[src/rtl/popcount_stream_acc.sv]
// rtl/popcount_stream_acc.sv - burst Hamming-weight accumulator over a valid/ready stream.
// Optional POPCOUNT_STREAM_ACC_PIPE_EN adds a register stage between popcount tree and accumulator.

module popcount_tree #(
    parameter int INPUT_WIDTH = 64,
    parameter int COUNT_WIDTH = $clog2(INPUT_WIDTH + 1)
) (
    input  logic [INPUT_WIDTH-1:0] data_i,
    output logic [COUNT_WIDTH-1:0] count_o
);
    localparam int LEVELS = $clog2(INPUT_WIDTH);
    localparam int LEAVES = 1 << LEVELS;

    // Leaves are padded to a power of two with zeros; every level halves the node count.
    for (genvar l = 0; l <= LEVELS; l++) begin : g_lvl
        logic [COUNT_WIDTH-1:0] sum [LEAVES >> l];
        if (l == 0) begin : g_leaves
            for (genvar i = 0; i < LEAVES; i++) begin : g_leaf
                if (i < INPUT_WIDTH) begin : g_bit
                    assign sum[i] = COUNT_WIDTH'(data_i[i]);
                end else begin : g_pad
                    assign sum[i] = '0;
                end
            end
        end else begin : g_nodes
            for (genvar k = 0; k < (LEAVES >> l); k++) begin : g_add
                assign sum[k] = g_lvl[l-1].sum[2*k] + g_lvl[l-1].sum[2*k+1];
            end
        end
    end

    assign count_o = g_lvl[LEVELS].sum[0];
endmodule

module popcount_stream_acc #(
    parameter int DATA_WIDTH = 64,
    parameter int MAX_BEATS  = 256,
    parameter int BEAT_WIDTH = $clog2(MAX_BEATS + 1),
    parameter int CNT_WIDTH  = $clog2(DATA_WIDTH * MAX_BEATS + 1)
) (
    input  logic                  clk_i,
    input  logic                  rst_ni,
    input  logic                  clr_i,
    input  logic                  valid_i,
    output logic                  ready_o,
    input  logic [DATA_WIDTH-1:0] data_i,
    input  logic                  last_i,
    output logic                  valid_o,
    input  logic                  ready_i,
    output logic [CNT_WIDTH-1:0]  count_o,
    output logic [BEAT_WIDTH-1:0] beats_o,
    output logic                  overflow_o
);
    localparam int PC_WIDTH = $clog2(DATA_WIDTH + 1);

    typedef enum logic {ST_ACCUM, ST_OUT} state_e;

    state_e                state_q, state_d;
    logic [CNT_WIDTH-1:0]  acc_q, acc_d;
    logic [CNT_WIDTH-1:0]  count_q, count_d;
    logic [BEAT_WIDTH-1:0] beats_q, beats_d;
    logic [BEAT_WIDTH-1:0] beats_out_q, beats_out_d;
    logic                  ovf_q, ovf_d;

    logic [PC_WIDTH-1:0]   pc;
    logic                  in_hs;
    logic                  in_term;
    logic [BEAT_WIDTH-1:0] beats_in;

    logic                  add_valid;
    logic                  add_term;
    logic                  add_last;
    logic [PC_WIDTH-1:0]   add_pc;

    popcount_tree #(
        .INPUT_WIDTH (DATA_WIDTH),
        .COUNT_WIDTH (PC_WIDTH)
    ) u_popcount (
        .data_i  (data_i),
        .count_o (pc)
    );

    // Beats are counted at the input so the beat limit is known as the beat is accepted.
    assign in_hs    = valid_i && ready_o;
    assign in_term  = last_i || (beats_q == BEAT_WIDTH'(MAX_BEATS - 1));
    assign beats_in = beats_q + BEAT_WIDTH'(in_hs);

`ifdef POPCOUNT_STREAM_ACC_PIPE_EN
    logic                st_valid_q, st_valid_d;
    logic                st_term_q, st_term_d;
    logic                st_last_q, st_last_d;
    logic [PC_WIDTH-1:0] st_pc_q, st_pc_d;

    assign ready_o   = (state_q == ST_ACCUM) && !clr_i && !(st_valid_q && st_term_q);
    assign add_valid = st_valid_q;
    assign add_term  = st_term_q;
    assign add_last  = st_last_q;
    assign add_pc    = st_pc_q;

    always_comb begin
        st_valid_d = in_hs;
        st_term_d  = in_term;
        st_last_d  = last_i;
        st_pc_d    = pc;
        if (clr_i) begin
            st_valid_d = 1'b0;
        end
    end

    always_ff @(posedge clk_i) begin
        if (!rst_ni) begin
            st_valid_q <= 1'b0;
            st_term_q  <= 1'b0;
            st_last_q  <= 1'b0;
            st_pc_q    <= '0;
        end else begin
            st_valid_q <= st_valid_d;
            st_term_q  <= st_term_d;
            st_last_q  <= st_last_d;
            st_pc_q    <= st_pc_d;
        end
    end
`else
    assign ready_o   = (state_q == ST_ACCUM) && !clr_i;
    assign add_valid = in_hs;
    assign add_term  = in_term;
    assign add_last  = last_i;
    assign add_pc    = pc;
`endif

    always_comb begin
        state_d     = state_q;
        acc_d       = acc_q;
        beats_d     = beats_q;
        count_d     = count_q;
        beats_out_d = beats_out_q;
        ovf_d       = ovf_q;
        case (state_q)
            ST_ACCUM: begin
                if (clr_i) begin
                    acc_d   = '0;
                    beats_d = '0;
                end else begin
                    beats_d = beats_in;
                    if (add_valid) begin
                        if (add_term) begin
                            count_d     = acc_q + CNT_WIDTH'(add_pc);
                            beats_out_d = beats_in;
                            ovf_d       = !add_last;
                            acc_d       = '0;
                            beats_d     = '0;
                            state_d     = ST_OUT;
                        end else begin
                            acc_d = acc_q + CNT_WIDTH'(add_pc);
                        end
                    end
                end
            end
            ST_OUT: begin
                if (clr_i || ready_i) begin
                    state_d = ST_ACCUM;
                end
            end
            default: state_d = ST_ACCUM;
        endcase
    end

    always_ff @(posedge clk_i) begin
        if (!rst_ni) begin
            state_q     <= ST_ACCUM;
            acc_q       <= '0;
            beats_q     <= '0;
            count_q     <= '0;
            beats_out_q <= '0;
            ovf_q       <= 1'b0;
        end else begin
            state_q     <= state_d;
            acc_q       <= acc_d;
            beats_q     <= beats_d;
            count_q     <= count_d;
            beats_out_q <= beats_out_d;
            ovf_q       <= ovf_d;
        end
    end

    assign valid_o    = (state_q == ST_OUT);
    assign count_o    = count_q;
    assign beats_o    = beats_out_q;
    assign overflow_o = ovf_q;
endmodule

[config.mk]
export PLATFORM = sky130hd
export DESIGN_NAME = popcount_stream_acc
export DESIGN_NICKNAME = d
export VERILOG_FILES = /design/src/rtl/popcount_stream_acc.sv
export SDC_FILE = /design/constraint.sdc
export NUM_CORES = 1
export LEC_CHECK = 0
export ABC_AREA = 1
export BUFFER_PORTS_ARGS = -buffer_cell sky130_fd_sc_hd__buf_2
export CAP_MARGIN = 30
export CORE_MARGIN = 3
export CORE_UTILIZATION = 49
export CTS_CLUSTER_SIZE = 12
export DETAILED_ROUTE_END_ITERATION = 8
export PLACE_DENSITY = 0.72
export SLEW_MARGIN = 20
export SYNTH_ARGS = -nofsm -noshare
export SYNTH_HDL_FRONTEND = slang
export SYNTH_SLANG_ARGS = --single-unit
[constraint.sdc]
create_clock -name clk_i -period 9.1 [get_ports clk_i]
set_input_delay 0.91 -clock clk_i [delete_from_list [all_inputs] [get_ports clk_i]]
set_output_delay 0.91 -clock clk_i [all_outputs]
set_load 0.05 [all_outputs]
### Yosys cells after proc, flatten, opt, wreduce, memory -nomap -nowiden

Index checks and enable logic that the tools add are counted.

| storage, ports and cells | value |
|---|---|
| bits in registers | 50 |
| word-level logic and storage cells | 94 |
| input port bits | 70 |

| cells by class | value |
|---|---|
| reductions and logical operators | 9 |
| add/sub/neg operators | 65 |
| multiplexer cells | 11 |
| bitwise logic cells | 2 |
| equality and inequality tests | 1 |

Operators with widths:

| cell | count |
|---|---|
| adder 7 bit | 31 |
| adder 1 x 1 -> 2 bit | 32 |
| 2-to-1 mux 15 bit | 3 |
| 2-to-1 mux 9 bit | 3 |
| adder 15 x 7 -> 15 bit | 1 |
| adder 9 x 1 -> 9 bit | 1 |
| == test 9 x 8 -> 1 bit, second input constant | 1 |
| 2-to-1 mux 1 bit | 4 |
| AND reduction 4 bit | 1 |
| logical AND 1 bit | 2 |
| logical NOT 1 bit | 2 |
| logical OR 1 bit | 2 |
| inverter 1 bit | 2 |
| case mux 1 bit (2 select lines) | 1 |
| AND reduction 2 bit | 1 |
| nonzero test 2 bit | 1 |

### Longest topological paths before layout

| logic depth | value |
|---|---|
| word-level depth | 10 |
| mapped depth | 35 |

### Cells and area by module

A second synthesis with hierarchy kept.

| unflattened totals | value |
|---|---|
| cells, all modules | 565 |
| area total of the unflattened synthesis | 4,361.7 um^2 |

Modules (own cells, without submodules):

| module | cells an instance | area an instance (um^2) | times used | seq. area each (um^2) |
|---|---|---|---|---|
| popcount_stream_acc | 386 | 2,653.8 | 1 | 1,001.0 |
| popcount_tree | 179 | 1,707.9 | 1 | 0.0 |

### Worst setup path before layout

OpenSTA, ideal clock, no wires.

| timing path | value |
|---|---|
| kind | input -> register |
| from | input port data_i[62] |
| to | register count_q[14] (netlist: count_o[14]) |
| buffers on the path | 0 |
| data required time | 8.991 ns |
| stages on the path | 32 |
| data arrival time | 6.917 ns |
| slack | 2.074 ns |
| cell sequence | ha_1 -> inv_1 -> fa_1 -> inv_1 -> fa_1 -> inv_1 -> fa_1 -> inv_1 -> fa_1 -> fa_1 -> fa_1 -> inv_1 -> fa_1 -> inv_1 -> ha_1 -> inv_1 -> fa_1 -> o21ai_0 -> a21oi_1 -> xor2_1 -> ha_1 -> nand2_1 -> nor2_1 -> nand2_1 -> nand3_1 -> nand2_1 -> nand2_1 -> nand2_1 -> nand2_1 -> nand2_1 -> nand2_1 -> inv_1 |

| between the ends | value |
|---|---|
| cells in the longest elaborated chain, start to end | 7 |

RTL lines:

| what | line | text |
|---|---|---|
| from (decl) | 46 | `input logic [DATA_WIDTH-1:0] data_i,` |
| adder 1 x 1 -> 2 bit | 27 | `assign sum[k] = g_lvl[l-1].sum[2*k] + g_lvl[l-1].sum[2*k+1];` |
| adder 7 bit (5 in series) | 27 |  |
| adder 15 x 7 -> 15 bit | 147 | `count_d = acc_q + CNT_WIDTH'(add_pc);` |
| to (signal assigned) | 180 | `count_q <= count_d;` |
| to (decl) | 60 | `logic [CNT_WIDTH-1:0] count_q, count_d;` |

No other way between the ends.
A chain may end at the register's enable or synchronous reset.

### Final worst setup path

| timing path | value |
|---|---|
| from | input port data_i[62] |
| to | register acc_q[6] |

| between the ends | value |
|---|---|
| cells in the longest elaborated chain, start to end | 10 |

RTL lines:

| what | line | text |
|---|---|---|
| adder 1 x 1 -> 2 bit | 27 |  |
| adder 7 bit (5 in series) | 27 |  |
| adder 15 x 7 -> 15 bit | 154 | `acc_d = acc_q + CNT_WIDTH'(add_pc);` |
| 2-to-1 mux 15 bit | 146 | `if (add_term) begin` |
| 2-to-1 mux 15 bit | 145 | `if (add_valid) begin` |
| 2-to-1 mux 15 bit | 140 | `if (clr_i) begin` |
| to (signal assigned) | 171 | `acc_q <= '0;` |
| to (signal assigned) | 178 | `acc_q <= acc_d;` |
| to (decl) | 59 | `logic [CNT_WIDTH-1:0] acc_q, acc_d;` |

No other way between the ends. The select of a mux whose other input is x is not followed.

==> results.sh <==
export IMPL_die_h_um=105
export IMPL_cts_tree="done"
export IMPL_hold_path_class="flop to flop"
export IMPL_report_final_slew_viol_count=0
export IMPL_tightestPinTransition_ns=0.959
export IMPL_postSynthCellCount=601
export IMPL_slew_limit_headroom_pct=35.9
export IMPL_avgRoutedWirePerCell_um=11.9
export IMPL_cts_hold_buf=0
export IMPL_avgViaCountPerCell=4.75
export IMPL_synthFlopType="dfxtp_1"
export IMPL_synthTopCellsByArea="fa_1 25%, dfxtp_1 21%, ha_1 14%"
export IMPL_cp_start_kind="input port"
export IMPL_path_class="input port to flop"
export IMPL_dp_hpwl_mm=8.28
export IMPL_drtIter0Drc=128
export IMPL_worst_path_max_delay_cell="fa_1"
export IMPL_drt_wl_total_mm=9.75
export IMPL_die_w_um=105
export IMPL_htreeDepth=2
export IMPL_path_max_fanout=3
export IMPL_drt_pass1_iterations=4
export IMPL_placement_io_buffers=96
export IMPL_drive_gt1_share_pct=16.2
export IMPL_cpMostUsedCell="fa_1"
export IMPL_cp_startpoint="data_i[62]"
export IMPL_utilization_pct=58.5
export IMPL_core_area_sq_mm=0.00937
export IMPL_cts_max_path_buffers=2
export IMPL_antenna_found_initial=0
export IMPL_seq_area_frac_synth_pct=20.9
export IMPL_grt_max_degree=31
export IMPL_grt_pass1_wl_mm=17.1
export IMPL_min_from="count_o[0]"
export IMPL_post_cts_setup_buffer_count=0
export IMPL_grt_usage_pct=18.4
export IMPL_cts_made_buffers=5
export IMPL_place_ws_ns=1.51
export IMPL_clock_sinks=50
export IMPL_max_freq_mhz=138
export IMPL_clkSlewWorstSetupHoldPaths_ns=0.09
export IMPL_yosysWarnings=0
export IMPL_period_share_pct=79.6
export IMPL_synth_seq_cells=50
export IMPL_ctsResizeCount=0
export IMPL_hold_violations=0
export IMPL_outcome="complete, no violations"
export IMPL_synth_common_cells="136 x inv_1, 111 x nand2_1, 61 x fa_1, 55 x nor2_1, 53 x ha_1"
export IMPL_timing_rr_start="valid_o"
export IMPL_drtAntennaViolNets=0
export IMPL_critPathMaxStageDelay_ns=0.55
export IMPL_cts_root_buf="clkbuf_8"
export IMPL_cp_required_ns=9.33
export IMPL_end_kind="flop"
export IMPL_synth_top_area_cell="fa_1"
export IMPL_hold_slack_ns=0.469
export IMPL_drc=0
export IMPL_crit_arrival_ns=7.47
export IMPL_min_period_ns=7.24
export IMPL_timing_final_ws_setup_ns=1.86
export IMPL_grt_pass1_vias=3967
export IMPL_synth_top_cell_area_share_pct=25.5
export IMPL_area_delta_synth_final_pct=14.4
export IMPL_vias=3905
export IMPL_synth_fp_nets=785
export IMPL_dieArea_sq_mm=0.0110
export IMPL_antennaDiodeCount=0
export IMPL_max_cap_violations=0
export IMPL_setup_viol=0
export IMPL_synth_edf_count=0
export IMPL_rsz0062_at_grt="false"
export IMPL_ios=97
export IMPL_skew_ns=0.00940
export IMPL_overflow=0
export IMPL_netlist_area_sq_mm=0.00479
export IMPL_gp_congestion=0.881
export IMPL_start_util_pct=51.1
export IMPL_fin_setup_tns_ns=0
export IMPL_synth_most_common_cell="inv_1"
export IMPL_nets=876
export IMPL_synth_cell_types=30
export IMPL_ys_async_sr_fraction_pct=0
export IMPL_clk_latency_ns=0.32
export IMPL_row_count=35
export IMPL_syn_avg_cell_area_sq_um=7.97
path summary, 6_finish.rpt:
| path | endpoint | slack (ns) | depth (start not counted) |
|---|---|---|---|
| setup reg to reg | beats_q[8] | 6.13 | 11 |
| setup / recovery | acc_q[6] | 1.86 | 29 |
| hold reg to reg | count_o[0] | 0.47 | 2 |
| hold / removal | count_o[0] | 0.47 | 2 |
cell type report:
type | instances | area [sq um]
Sequential cell | 50 | 1000
Inverter | 137 | 514
Fill cell | 908 | 3890
Multi-Input combinational cell | 400 | 3200
Tap cell | 129 | 161
Clock inverter | 3 | 18.8
Timing Repair Buffer | 98 | 515
Clock buffer | 5 | 68.8
state kept, by name (all words and copies together), names as in the netlist:
signal      count
count_o        15
beats_q         9
beats_o         9
overflow_o      1
valid_o         1
acc_q          15
stage by stage:
stage,area (sq um),instances
after global routing,5480,822
final,5480,822
after CTS,5480,822
after global placement,5370,813
after detailed placement,5390,814
after floorplan,4790,601
kinds of logic (layout without fill, tap and decap cells):
logic type,count (synthesis),in the layout,share of synthesized area (%)
xor+xnor,12,12,2.19
compound gates,64,64,7.26
buf+inv,151,243,12.3
fa+ha+maj,114,114,39.3
simple gates,210,210,18.0
flops,50,50,20.9
placed cells by master, fill, tap and decap left out, drive strengths merged, types with 2 or more instances in the layout:
cell type and instances:
buf 98, o21bai 2, o21ai 18, ha 53, a22oi 2, nand2 113
clkbuf 5, fa 61, nand4 3, clkinv 3, nor2 57, a21oi 38
dfxtp 50, inv 137, nor3 2, nand3 32, xor2 9, xnor2 3
nand3b 2, a31oi 2
layer usage:
layer	up-vias	routed length [um]	global-route usage, %
li1	2014	-	-
met1	1822	4380	24.1
met2	57	4910	32.6
met3	12	352	2.78
met4	0	103	3.47
met5	-	0	0
worst max-delay path: cells and delay by family:
kind	cells	cell delay, ns
AO/OA/AOI/OAI	3	0.42
XOR/XNOR	2	0.43
adder cells (fa/ha/maj)	11	4.69
buffers and inverters	8	0.50
AND/OR/NAND/NOR	5	0.53
Power is left out: the tool's default activity adds up to more than one toggle a clock period on the data nets, which glitch-free logic cannot reach.
